**src/rtl/burst_arb_pkg.sv**
```systemverilog
// Shared types for the two-requester burst arbiter.
// Build option: define BURST_ARB_FIXED_PRIO_EN for fixed priority (A wins ties).
package burst_arb_pkg;

    typedef enum logic [1:0] {
        IDLE    = 2'd0,
        GRANT_A = 2'd1,
        GRANT_B = 2'd2
    } arb_state_t;

    typedef enum logic {
        REQ_A = 1'b0,
        REQ_B = 1'b1
    } req_t;

    localparam int addr_msb   = 19;
    localparam int data_width = 16;

    // Everything a requester drives towards the backend besides access.
    typedef struct packed {
        logic [addr_msb-1:0]   addr;
        logic [data_width-1:0] data;
        logic                  wr_en;
        logic [1:0]            bytesel;
    } req_cmd_t;

    function automatic req_t other_req(input req_t r);
        return (r == REQ_A) ? REQ_B : REQ_A;
    endfunction

endpackage

```
**src/rtl/burst_arb_picker.sv**
```systemverilog
// Combinational winner selection for an IDLE arbitration cycle.
// Build option: BURST_ARB_FIXED_PRIO_EN makes A win every tie; otherwise round robin.
module burst_arb_picker
    import burst_arb_pkg::*;
(
    input  logic a_access,
    input  logic b_access,
    input  req_t last_grant,
    output logic pick_valid,
    output req_t pick
);

`ifdef BURST_ARB_FIXED_PRIO_EN
    logic unused_last_grant;
    assign unused_last_grant = ^last_grant;

    always_comb begin
        pick_valid = a_access | b_access;
        pick       = a_access ? REQ_A : REQ_B;
    end
`else
    always_comb begin
        pick_valid = a_access | b_access;
        // On a tie the requester that did not hold the previous grant wins.
        if (a_access && b_access) begin
            pick = other_req(last_grant);
        end else begin
            pick = a_access ? REQ_A : REQ_B;
        end
    end
`endif

endmodule

```
**src/rtl/burst_arbiter.sv**
```systemverilog
// Two-way memory port arbiter that locks its grant for a whole burst counted in acks.
// Build option: BURST_ARB_FIXED_PRIO_EN selects fixed A-first priority in the picker.
module burst_arbiter
    import burst_arb_pkg::*;
#(
    parameter int burst_len = 8
) (
    input  logic                  clk,
    input  logic                  reset,

    input  logic [addr_msb-1:0]   a_addr,
    input  logic [data_width-1:0] a_data_out,
    output logic [data_width-1:0] a_data_in,
    input  logic                  a_access,
    output logic                  a_ack,
    input  logic                  a_wr_en,
    input  logic [1:0]            a_bytesel,
    input  logic                  a_burst,

    input  logic [addr_msb-1:0]   b_addr,
    input  logic [data_width-1:0] b_data_out,
    output logic [data_width-1:0] b_data_in,
    input  logic                  b_access,
    output logic                  b_ack,
    input  logic                  b_wr_en,
    input  logic [1:0]            b_bytesel,
    input  logic                  b_burst,

    output logic [addr_msb-1:0]   q_addr,
    output logic [data_width-1:0] q_data_out,
    input  logic [data_width-1:0] q_data_in,
    output logic                  q_access,
    input  logic                  q_ack,
    output logic                  q_wr_en,
    output logic [1:0]            q_bytesel
);

    localparam int cnt_w = $clog2(burst_len);
    localparam logic [cnt_w-1:0] last_beat = cnt_w'(burst_len - 1);

    arb_state_t        state_q, state_d;
    logic [cnt_w-1:0]  cnt_q, cnt_d;
    logic              burst_q, burst_d;
    req_t              last_grant_q, last_grant_d;

    logic              pick_valid;
    req_t              pick;
    logic              release_now;
    req_cmd_t          a_cmd, b_cmd, sel_cmd;

    burst_arb_picker u_picker (
        .a_access   (a_access),
        .b_access   (b_access),
        .last_grant (last_grant_q),
        .pick_valid (pick_valid),
        .pick       (pick)
    );

    assign a_cmd = '{addr: a_addr, data: a_data_out, wr_en: a_wr_en, bytesel: a_bytesel};
    assign b_cmd = '{addr: b_addr, data: b_data_out, wr_en: b_wr_en, bytesel: b_bytesel};

    // Read data is broadcast; the ack alone tells a requester the word is theirs.
    assign a_data_in = q_data_in;
    assign b_data_in = q_data_in;

    always_ff @(posedge clk or posedge reset) begin
        if (reset) begin
            state_q      <= IDLE;
            cnt_q        <= '0;
            burst_q      <= 1'b0;
            last_grant_q <= REQ_B;
        end else begin
            state_q      <= state_d;
            cnt_q        <= cnt_d;
            burst_q      <= burst_d;
            last_grant_q <= last_grant_d;
        end
    end

    assign release_now = q_ack && (!burst_q || (cnt_q == last_beat));

    always_comb begin
        state_d      = state_q;
        cnt_d        = cnt_q;
        burst_d      = burst_q;
        last_grant_d = last_grant_q;
        case (state_q)
            IDLE: begin
                // Stray acks here are ignored; the counter only moves under a grant.
                if (pick_valid) begin
                    state_d      = (pick == REQ_A) ? GRANT_A : GRANT_B;
                    last_grant_d = pick;
                    burst_d      = (pick == REQ_A) ? a_burst : b_burst;
                    cnt_d        = '0;
                end
            end
            GRANT_A, GRANT_B: begin
                if (q_ack) begin
                    if (release_now) begin
                        state_d = IDLE;
                        cnt_d   = '0;
                    end else begin
                        cnt_d = cnt_q + cnt_w'(1);
                    end
                end
            end
            default: begin
                state_d = IDLE;
                cnt_d   = '0;
            end
        endcase
    end

    always_comb begin
        sel_cmd  = '0;
        q_access = 1'b0;
        a_ack    = 1'b0;
        b_ack    = 1'b0;
        case (state_q)
            GRANT_A: begin
                sel_cmd  = a_cmd;
                q_access = a_access;
                a_ack    = q_ack;
            end
            GRANT_B: begin
                sel_cmd  = b_cmd;
                q_access = b_access;
                b_ack    = q_ack;
            end
            default: begin
                sel_cmd  = '0;
                q_access = 1'b0;
            end
        endcase
    end

    assign q_addr     = sel_cmd.addr;
    assign q_data_out = sel_cmd.data;
    assign q_wr_en    = sel_cmd.wr_en;
    assign q_bytesel  = sel_cmd.bytesel;

endmodule

```
**config.mk**
```make
export PLATFORM = sky130hd
export DESIGN_NAME = burst_arbiter
export DESIGN_NICKNAME = d
export VERILOG_FILES = /design/src/rtl/burst_arb_pkg.sv /design/src/rtl/burst_arb_picker.sv /design/src/rtl/burst_arbiter.sv
export SDC_FILE = /design/constraint.sdc
export NUM_CORES = 1
export LEC_CHECK = 0
export BUFFER_PORTS_ARGS = -buffer_cell sky130_fd_sc_hd__buf_2
export CORE_MARGIN = 3
export CORE_UTILIZATION = 27
export DETAILED_ROUTE_END_ITERATION = 10
export PLACE_DENSITY_LB_ADDON = 0.15
export RECOVER_POWER = 50
export SYNTH_ARGS = -nofsm -noshare
export SYNTH_HDL_FRONTEND = slang
export SYNTH_SLANG_ARGS = --single-unit
```
**constraint.sdc**
```tcl
create_clock -name clk -period 3.1 [get_ports clk]
set_input_delay 0.31 -clock clk [delete_from_list [all_inputs] [get_ports clk]]
set_output_delay 0.31 -clock clk [all_outputs]
set_load 0.02 [all_outputs]
```
Yosys cells after proc, flatten, opt, wreduce, memory -nomap -nowiden

Index checks and enable logic that the tools add are counted.

Register bits: 7

Bitwise operators: 1
Multiplexer cells: 17
Eq/ne operators: 6
$add $sub $neg: 1
Reductions and logical operators: 9

Operators with widths:

| operator            | count |
|---|---|
| $pmux 38 s2         | 1 |
| $mux 3              | 3 |
| $mux 2              | 4 |
| $mux 1              | 6 |
| $ne 2x2->1 const B  | 3 |
| $pmux 3 s2          | 1 |
| $pmux 2 s2          | 1 |
| $reduce_and 2->1    | 2 |
| $add 3x1->3 const B | 1 |
| $eq 3x3->1 const B  | 1 |
| $reduce_and 3->1    | 1 |
| $eq 2x1->1 const B  | 1 |
| $eq 2x2->1 const B  | 1 |
| $logic_and 1x1->1   | 2 |
| $logic_not 2->1     | 1 |
| $pmux 1 s2          | 1 |
| $reduce_or 2->1     | 1 |
| $logic_not 1->1     | 1 |
| $logic_or 1x1->1    | 1 |
| $or 1x1->1          | 1 |

Logic depth before layout (Yosys ltp)

Gate-level depths: netlist of run 1.

Depth in word-level cells: 6
Mapped depth: 6
Gate-level depth less buffers: 6

Modules after synthesis

From an unflattened synthesis of run 1, not the netlist that was laid out.

Cell total of the unflattened synthesis: 162
Area total of the unflattened synthesis: 1255.0 um^2

Modules (own cells, without submodules):

| module           | cells each | instances | seq. area each (um^2) | area an instance (um^2) |
|---|---|---|---|---|
| burst_arbiter    | 159        | 1         | 176.4                 | 1239.9 |
| burst_arb_picker | 3          | 1         | 0.0                   | 15.0 |

Worst setup path before layout of run 1

No wires, ideal clock.

Path type: register to output
Start point: register state_q[0]
End point: output port q_addr[15]
Required time: 2.790 ns
Slack: 1.405 ns
Arrival time: 1.385 ns
Stages on the path, launching flop included: 7
Cells stage by stage: dfrtp_1 -> inv_1 -> ha_1 -> inv_1 -> buf_2 -> buf_4 -> nor2_1

Cells in the longest elaborated chain, start to end: 2

RTL lines:

| element                                  | line                 | source |
|---|---|---|
| start, declared                          | burst_arbiter.sv:41  | `arb_state_t state_q, state_d;` |
| start signal, assigned                   | burst_arbiter.sv:73  | `state_q <= state_d;` |
| $eq 2x2->1 or $eq 2x1->1 (tied branches) | burst_arbiter.sv:119 | `case (state_q)` |
| $pmux 38 s2 *                            | burst_arbiter.sv:119 |  |
| end, declared                            | burst_arbiter.sv:29  | `output logic [addr_msb-1:0] q_addr,` |

Every way passes the cells marked *; elsewhere a longest branch is shown, timed or not.

Final worst setup path of run 1

Start point: register state_q[0]
End point: output port q_addr[4]

The elaborated chain is that of the path after synthesis.

==> results of run 1 <==
Yosys cell counts, drive strengths merged:
master	count
a21oi	2
nand2	4
dfrtp	6
mux2i	2
o21ai	8
nor2b	2
and2	2
a31oi	1
a22oi	39
dfstp	1
nand3	4
inv	7
ha	5
nand2b	2
buf	44
nor2	40
a2bb2oi	1
worst paths after layout:
path                             from           end  slack [ps]  depth (start not counted)
min in group clk              a_burst       burst_q         370                          3
max in group asynchronous       reset  last_grant_q        2810                          2
hold reg to reg              cnt_q[0]      cnt_q[0]         480                          1
hold / removal                  reset       burst_q          10                          2
setup reg to reg           state_q[0]      cnt_q[0]        1170                          7
setup / recovery           state_q[0]     q_addr[4]         820                          6
cell families (layout without fill, tap and decap cells):
logic type / after synthesis / in the layout / synth area share (%)
flops: 7 / 7 / 14.8
buf+inv: 51 / 137 / 27.6
simple gates: 54 / 54 / 19.3
fa+ha+maj: 5 / 5 / 5.24
compound gates: 51 / 51 / 31.4
mux: 2 / 2 / 1.68
critical path, stage by stage (launching register included):
cell and delay [ps]:
dfrtp_1 380, inv_1 90, ha_1 140, clkbuf_2 580
a22oi_1 220, nor2_1 140, buf_2 180
layout make-up:
type | instances | area, um2 | share of cell area (%)
tap | 50 | 62.6 | 3.81
sequential | 7 | 176 | 10.7
inverter | 7 | 26.3 | 1.60
clock buffer | 4 | 45.0 | 2.74
multi-input combinational | 112 | 688 | 41.9
timing repair buffer | 126 | 646 | 39.3
flip-flops by register name, indices dropped and copies added (netlist names):
| register | cells |
|---|---|
| burst_q | 1 |
| cnt_q | 3 |
| last_grant_q | 1 |
| state_q | 2 |
layout by cell type, fill, tap and decap left out, drive strengths merged, types with 2 or more instances in the layout:
cell,count
a21oi,2
a22oi,39
and2,2
buf,124
clkbuf,6
dfrtp,6
ha,5
inv,7
mux2i,2
nand2,4
nand2b,2
nand3,4
nor2,40
nor2b,2
o21ai,8
stage by stage:
| stage | power (mW) | hold WS (ps) | util (%) | worst slack [ps] |
|---|---|---|---|---|
| 5_1_grt | 1.47 | 33.9 | 39.7 | 629 |
| 3_5_place_dp | 1.24 | 260 | 38.7 | 1110 |
| 3_3_place_gp | 1.24 | 258 | 38.7 | 1150 |
| 2_1_floorplan | 0.982 | 113 | - | 1410 |
| 6_report | 1.34 | 12.7 | 39.7 | 821 |
| 4_1_cts | 1.37 | 20.8 | 39.8 | 870 |
layer usage:
metal | routed length (um) | GRT usage (%)
met1 | 1500 | 16.8
met2 | 2280 | 27.6
met3 | 422 | 2.91
met4 | 44 | 3.28
met5 | 0 | 0
power groups by stage:
| stage | sequential [mW] | combinational (mW) | clock [mW] |
|---|---|---|---|
| 3_3_place_gp | 0.153 | 1.08 | 0 |
| 2_1_floorplan | 0.148 | 0.833 | 0 |
| 3_5_place_dp | 0.154 | 1.08 | 0 |
| 6_report | 0.152 | 1.06 | 0.128 |
| 4_1_cts | 0.152 | 1.08 | 0.132 |
| 5_1_grt | 0.158 | 1.17 | 0.139 |
==> metrics.md, run 1 <==
| Metric | Value |
|---|---|
| Pins Over Slew Limit | `0` |
| Sequential fraction of the synthesis area | `14.8%` |
| Sw frac | `55.1%` |
| Final setup fails | `0` |
| Pin count of the biggest net entering global routing | `41` |
| Grt ovf | `0` |
| Final critical-path share of the clock period | `73.5%` |
| Synthesis-stage register bit count | `7` |
| Input/output buffers | `123` |
| Synthesized area per cell | `7.02 um2` |
| Syn. warnings | `0` |
| Library cells used by synthesis | `21` |
| DRT iter0 DRCs | `43` |
| Cts hold-fix bufs | `0` |
| Min-delay worst type | `in -> async` |
| Run status | `complete, no violations` |
| Number of I/O pins | `172` |
| Worst Path Class, Setup | `reg -> out` |
| Setup Buffers After CTS | `0` |
| Gr usage total | `14.6%` |
| Syn nets | `274` |
| Worst Setup Start Kind | `flop` |
| DRC | `0` |
| Design area | `1640 um2` |
| Routed len/inst | `13.9 um` |
| Fmax | `0.439 GHz` |
| CTS buffer count | `3` |
| Die height | `72.5 um` |
| First-pass GRT wire length | `6.27 mm` |
| Fillers | `451` |
| Top cell type by total area after synthesis | `a22oi_1` |
| Clk sinks | `7` |
| Net switching power | `739 uW` |
| RSZ-0062 raised after global routing | `false` |
| Cells after Synth | `170` |
| Cts repair resizes | `0` |
| Minimum clock period | `2280 ps` |
| Vias in the first global route | `1304` |
| Core Box Area | `4140 um2` |
| Non-Filler Instances | `306` |
| Power Internal | `602 uW` |
| Combinational Power Share | `79.2%` |
| PD cells | `816 nW/um2` |
| Top post-synthesis cells by area | `a22oi_1 25%, buf_4 21%, dfrtp_1 13%` |
| Placer Congestion | `0.728` |
| CP endpoint kind | `output pin` |
| Fin nets | `361` |
| Starting density of the core | `28.8%` |
| Leak | `0.930 nW` |
| Worst Tran Pin Value | `752 ps` |
| Syn Std Cell Area | `1190 um2` |
| Initial antenna violation count | `0` |
| CP Data Arrival Time | `1970 ps` |
| Total wire length | `4.25 mm` |
| Root Buffer | `clkbuf_8` |
| Top-area cell type share of the netlist area | `24.5%` |
| VDD IR max | `0.402 mV` |
| Hold Fails Final Rpt | `0` |
| Via/cell ratio | `4.84` |
| Area Overhead vs Synth | `37.7%` |
| Clock transition at path regs | `40 ps` |
| Num rows | `23` |
| Clock power share | `9.5%` |
| Vias | `1480` |
| CTS max path bufs | `2` |
| Reg power frac | `11.3%` |
| Die W | `72.5 um` |
| Number of diodes | `0` |
| CP required | `2790 ps` |
| Maxcap violations | `0` |
| H-tree depth | `1` |
| Post-DP HPWL | `3.38 mm` |
| Fin Clk Skew | `2.34 ps` |
| Dpl cells | `302` |
| Post-DP Area | `1600 um2` |
| Die area | `5250 um2` |
| CTS tree | `done` |
| Max-slew headroom | `49.8%` |
| TritonRoute pass-1 iters | `4` |
| Proportion of layout cells with a drive suffix above 1 | `52.0%` |
| Clk_lat worst skew | `220 ps` |
| Antenna viol nets, final | `0` |
| Setup_tns | `0 ps` |
| Max Fanout on Critical Path | `40` |
(Power assumes the default switching activity.)
==> run 2, diff against run 1 <==
==> constraint.sdc (replaced) <==
create_clock -name clk -period 1.8 [get_ports clk]
set_input_delay 0.18 -clock clk [delete_from_list [all_inputs] [get_ports clk]]
set_output_delay 0.18 -clock clk [all_outputs]
set_load 0.02 [all_outputs]
==> run 2 against run 1 <==
Compared with the run above:
- critical path type unchanged
- via count decreased by 1.5%
- critical path depth did not move
- core utilization grew 2.0 points
- first-iteration DRC count up 63%
- worst hold slack improved by 220 ps
==> metrics.md, run 2 (synthesis results as in run 1) <==
| Metric | Value |
|---|---|
| Placer Congestion | `0.747 (+2.7%)` |
| Area Overhead vs Synth | `44.8%` |
| Worst Tran Pin Value | `274 ps (-478 ps)` |
| Clk sinks | `7 (unchanged)` |
| Post-DP HPWL | `3.24 mm (-3.9%)` |
| TritonRoute pass-1 iters | `4 (unchanged)` |
| Fmax | `0.591 GHz` |
| Total wire length | `4.23 mm (-0.28%)` |
| Antenna viol nets, final | `0 (unchanged)` |
| Hold Fails Final Rpt | `0 (unchanged)` |
| Routed len/inst | `13.7 um (-1.3%)` |
| VDD IR max | `0.622 mV (+55%)` |
| First-pass GRT wire length | `6.11 mm (-2.6%)` |
| CP required | `1620 ps (-1170 ps)` |
| Biggest regs | `cnt_q x3, state_q x2` |
| Max FFs per register | `3 (unchanged)` |
| CTS buffer count | `3 (unchanged)` |
| Die W | `72.5 um (unchanged)` |
| Worst Path Class, Setup | `reg -> out` |
| Gr usage total | `14.1% (-0.55 points)` |
| Commonest non-fill, non-tap cell in the layout | `buf_2` |
| Clock transition at path regs | `40 ps (about the same)` |
| Number of I/O pins | `172 (unchanged)` |
| DRT iter0 DRCs | `70 (+63%)` |
| Setup_tns | `0 ps (unchanged)` |
| DRC | `0 (unchanged)` |
| Run status | `complete, no violations` |
| Vias in the first global route | `1262 (-3.2%)` |
| Die height | `72.5 um (unchanged)` |
| Die area | `5250 um2 (unchanged)` |
| Number of diodes | `0 (unchanged)` |
| RSZ-0062 raised after global routing | `false` |
| Initial antenna violation count | `0 (unchanged)` |
| Input/output buffers | `123 (unchanged)` |
| Leak | `0.958 nW (+3.0%)` |
| Maxcap violations | `0 (unchanged)` |
| Pins Over Slew Limit | `0 (unchanged)` |
| Fin Clk Skew | `2.68 ps (+0.333 ps)` |
| Max Fanout on Critical Path | `21 (-48%)` |
| Fin nets | `364 (+0.83%)` |
| Starting density of the core | `28.8% (unchanged)` |
| CTS tree | `done` |
| Design area | `1730 um2 (+5.1%)` |
| CP endpoint kind | `output pin` |
| Minimum clock period | `1690 ps` |
| Core Box Area | `4140 um2 (unchanged)` |
| Root Buffer | `clkbuf_8` |
| Final core utilization | `41.7% (+2.0 points)` |
| Final critical-path share of the clock period | `94.0%` |
| H-tree depth | `1 (unchanged)` |
| Worst Setup Start Kind | `flop` |
| Min-delay worst type | `in -> reg` |
| Commonest non-fill, non-tap cells in the layout | `123 x buf_2, 40 x nor2_1, 38 x a22oi_1` |
| Pin count of the biggest net entering global routing | `41 (unchanged)` |
| Proportion of layout cells with a drive suffix above 1 | `53.3% (+1.3 points)` |
| Max-slew headroom | `81.7% (+32 points)` |
| Final setup fails | `0 (unchanged)` |
| Fillers | `453 (+0.44%)` |
| Num rows | `23 (unchanged)` |
| PD cells | `1450 nW/um2 (+77%)` |
| Vias | `1458 (-1.5%)` |
| Via/cell ratio | `4.72 (-2.4%)` |
| Reg with most FFs | `cnt_q` |
| Post-DP Area | `1640 um2 (+2.0%)` |
| Clk_lat worst skew | `230 ps (about the same)` |
| CTS max path bufs | `2 (unchanged)` |
| CP Data Arrival Time | `1510 ps (-460 ps)` |
| Grt ovf | `0 (unchanged)` |
==> run 2: routing by layer <==
layer / GRT usage, % / part of all wire [%] / up-vias
li1: - / - / 742
met1: 16.7 / 37 / 636
met2: 26.1 / 52 / 72
met3: 3.05 / 9.6 / 8
met4: 2.46 / 0.66 / 0
met5: 0 / 0 / -
==> run 2: area by class of cell <==
class                           instances  area, um2  share of cell area (%)
Clock buffer                            4       45.0                    2.61
Tap cell                               50       62.6                    3.62
Sequential cell                         7        176                    10.2
Multi-Input combinational cell        112        696                    40.3
Timing Repair Buffer                  129        722                    41.8
Inverter                                7       26.3                    1.52
==> run 2: per-stage QoR <==
| step | hold WS, ps | instances | power, mW | setup slack (ps) |
|---|---|---|---|---|
| 3_5_place_dp | 124 | 303 | 2.22 | 189 |
| 4_1_cts | 234 | 308 | 2.47 | 56.6 |
| 2_1_floorplan | -17.3 | 170 | 1.69 | 235 |
| 3_3_place_gp | 129 | 303 | 2.22 | 238 |
| 5_1_grt | 254 | 309 | 2.73 | 0.496 |
| 6_report | 232 | 309 | 2.50 | 107 |
==> run 2: worst max-delay path, stage by stage (launching register included) <==
cell and delay, ps:
dfrtp_1 360, inv_1 70, ha_1 300, inv_2 150, buf_12 180, nor2_1 60
buf_2 160
==> run 2: where the power goes <==
part	switching, mW	leakage (nW)	internal (mW)
Sequential	0.0398	0.0898	0.224
Combinational	1.21	0.845	0.807
Clock	0.0695	0.0228	0.153
Total	1.32	0.958	1.18
==> run 2: worst paths after layout <==
| kind | startpoint | endpoint | slack, ps | cells past startpoint |
|---|---|---|---|---|
| worst max-delay path | state_q[0] | q_addr[12] | 110 | 6 |
| min in group asynchronous | reset | state_q[0] | 420 | 3 |
| worst min-delay path | a_burst | burst_q | 230 | 3 |
| worst min register to register | cnt_q[0] | cnt_q[0] | 470 | 1 |
| max in group asynchronous | reset | last_grant_q | 1110 | 3 |
| worst max register to register | state_q[0] | cnt_q[2] | 260 | 7 |
==> run 2: repair_timing <==
action,in CTS,in global routing
gates resized for setup,1,3
gates cloned,0,1
hold buffers,1,0
endpoints found under the hold margin,6,0
setup endpoints to repair,16,17
setup buffers,0,0
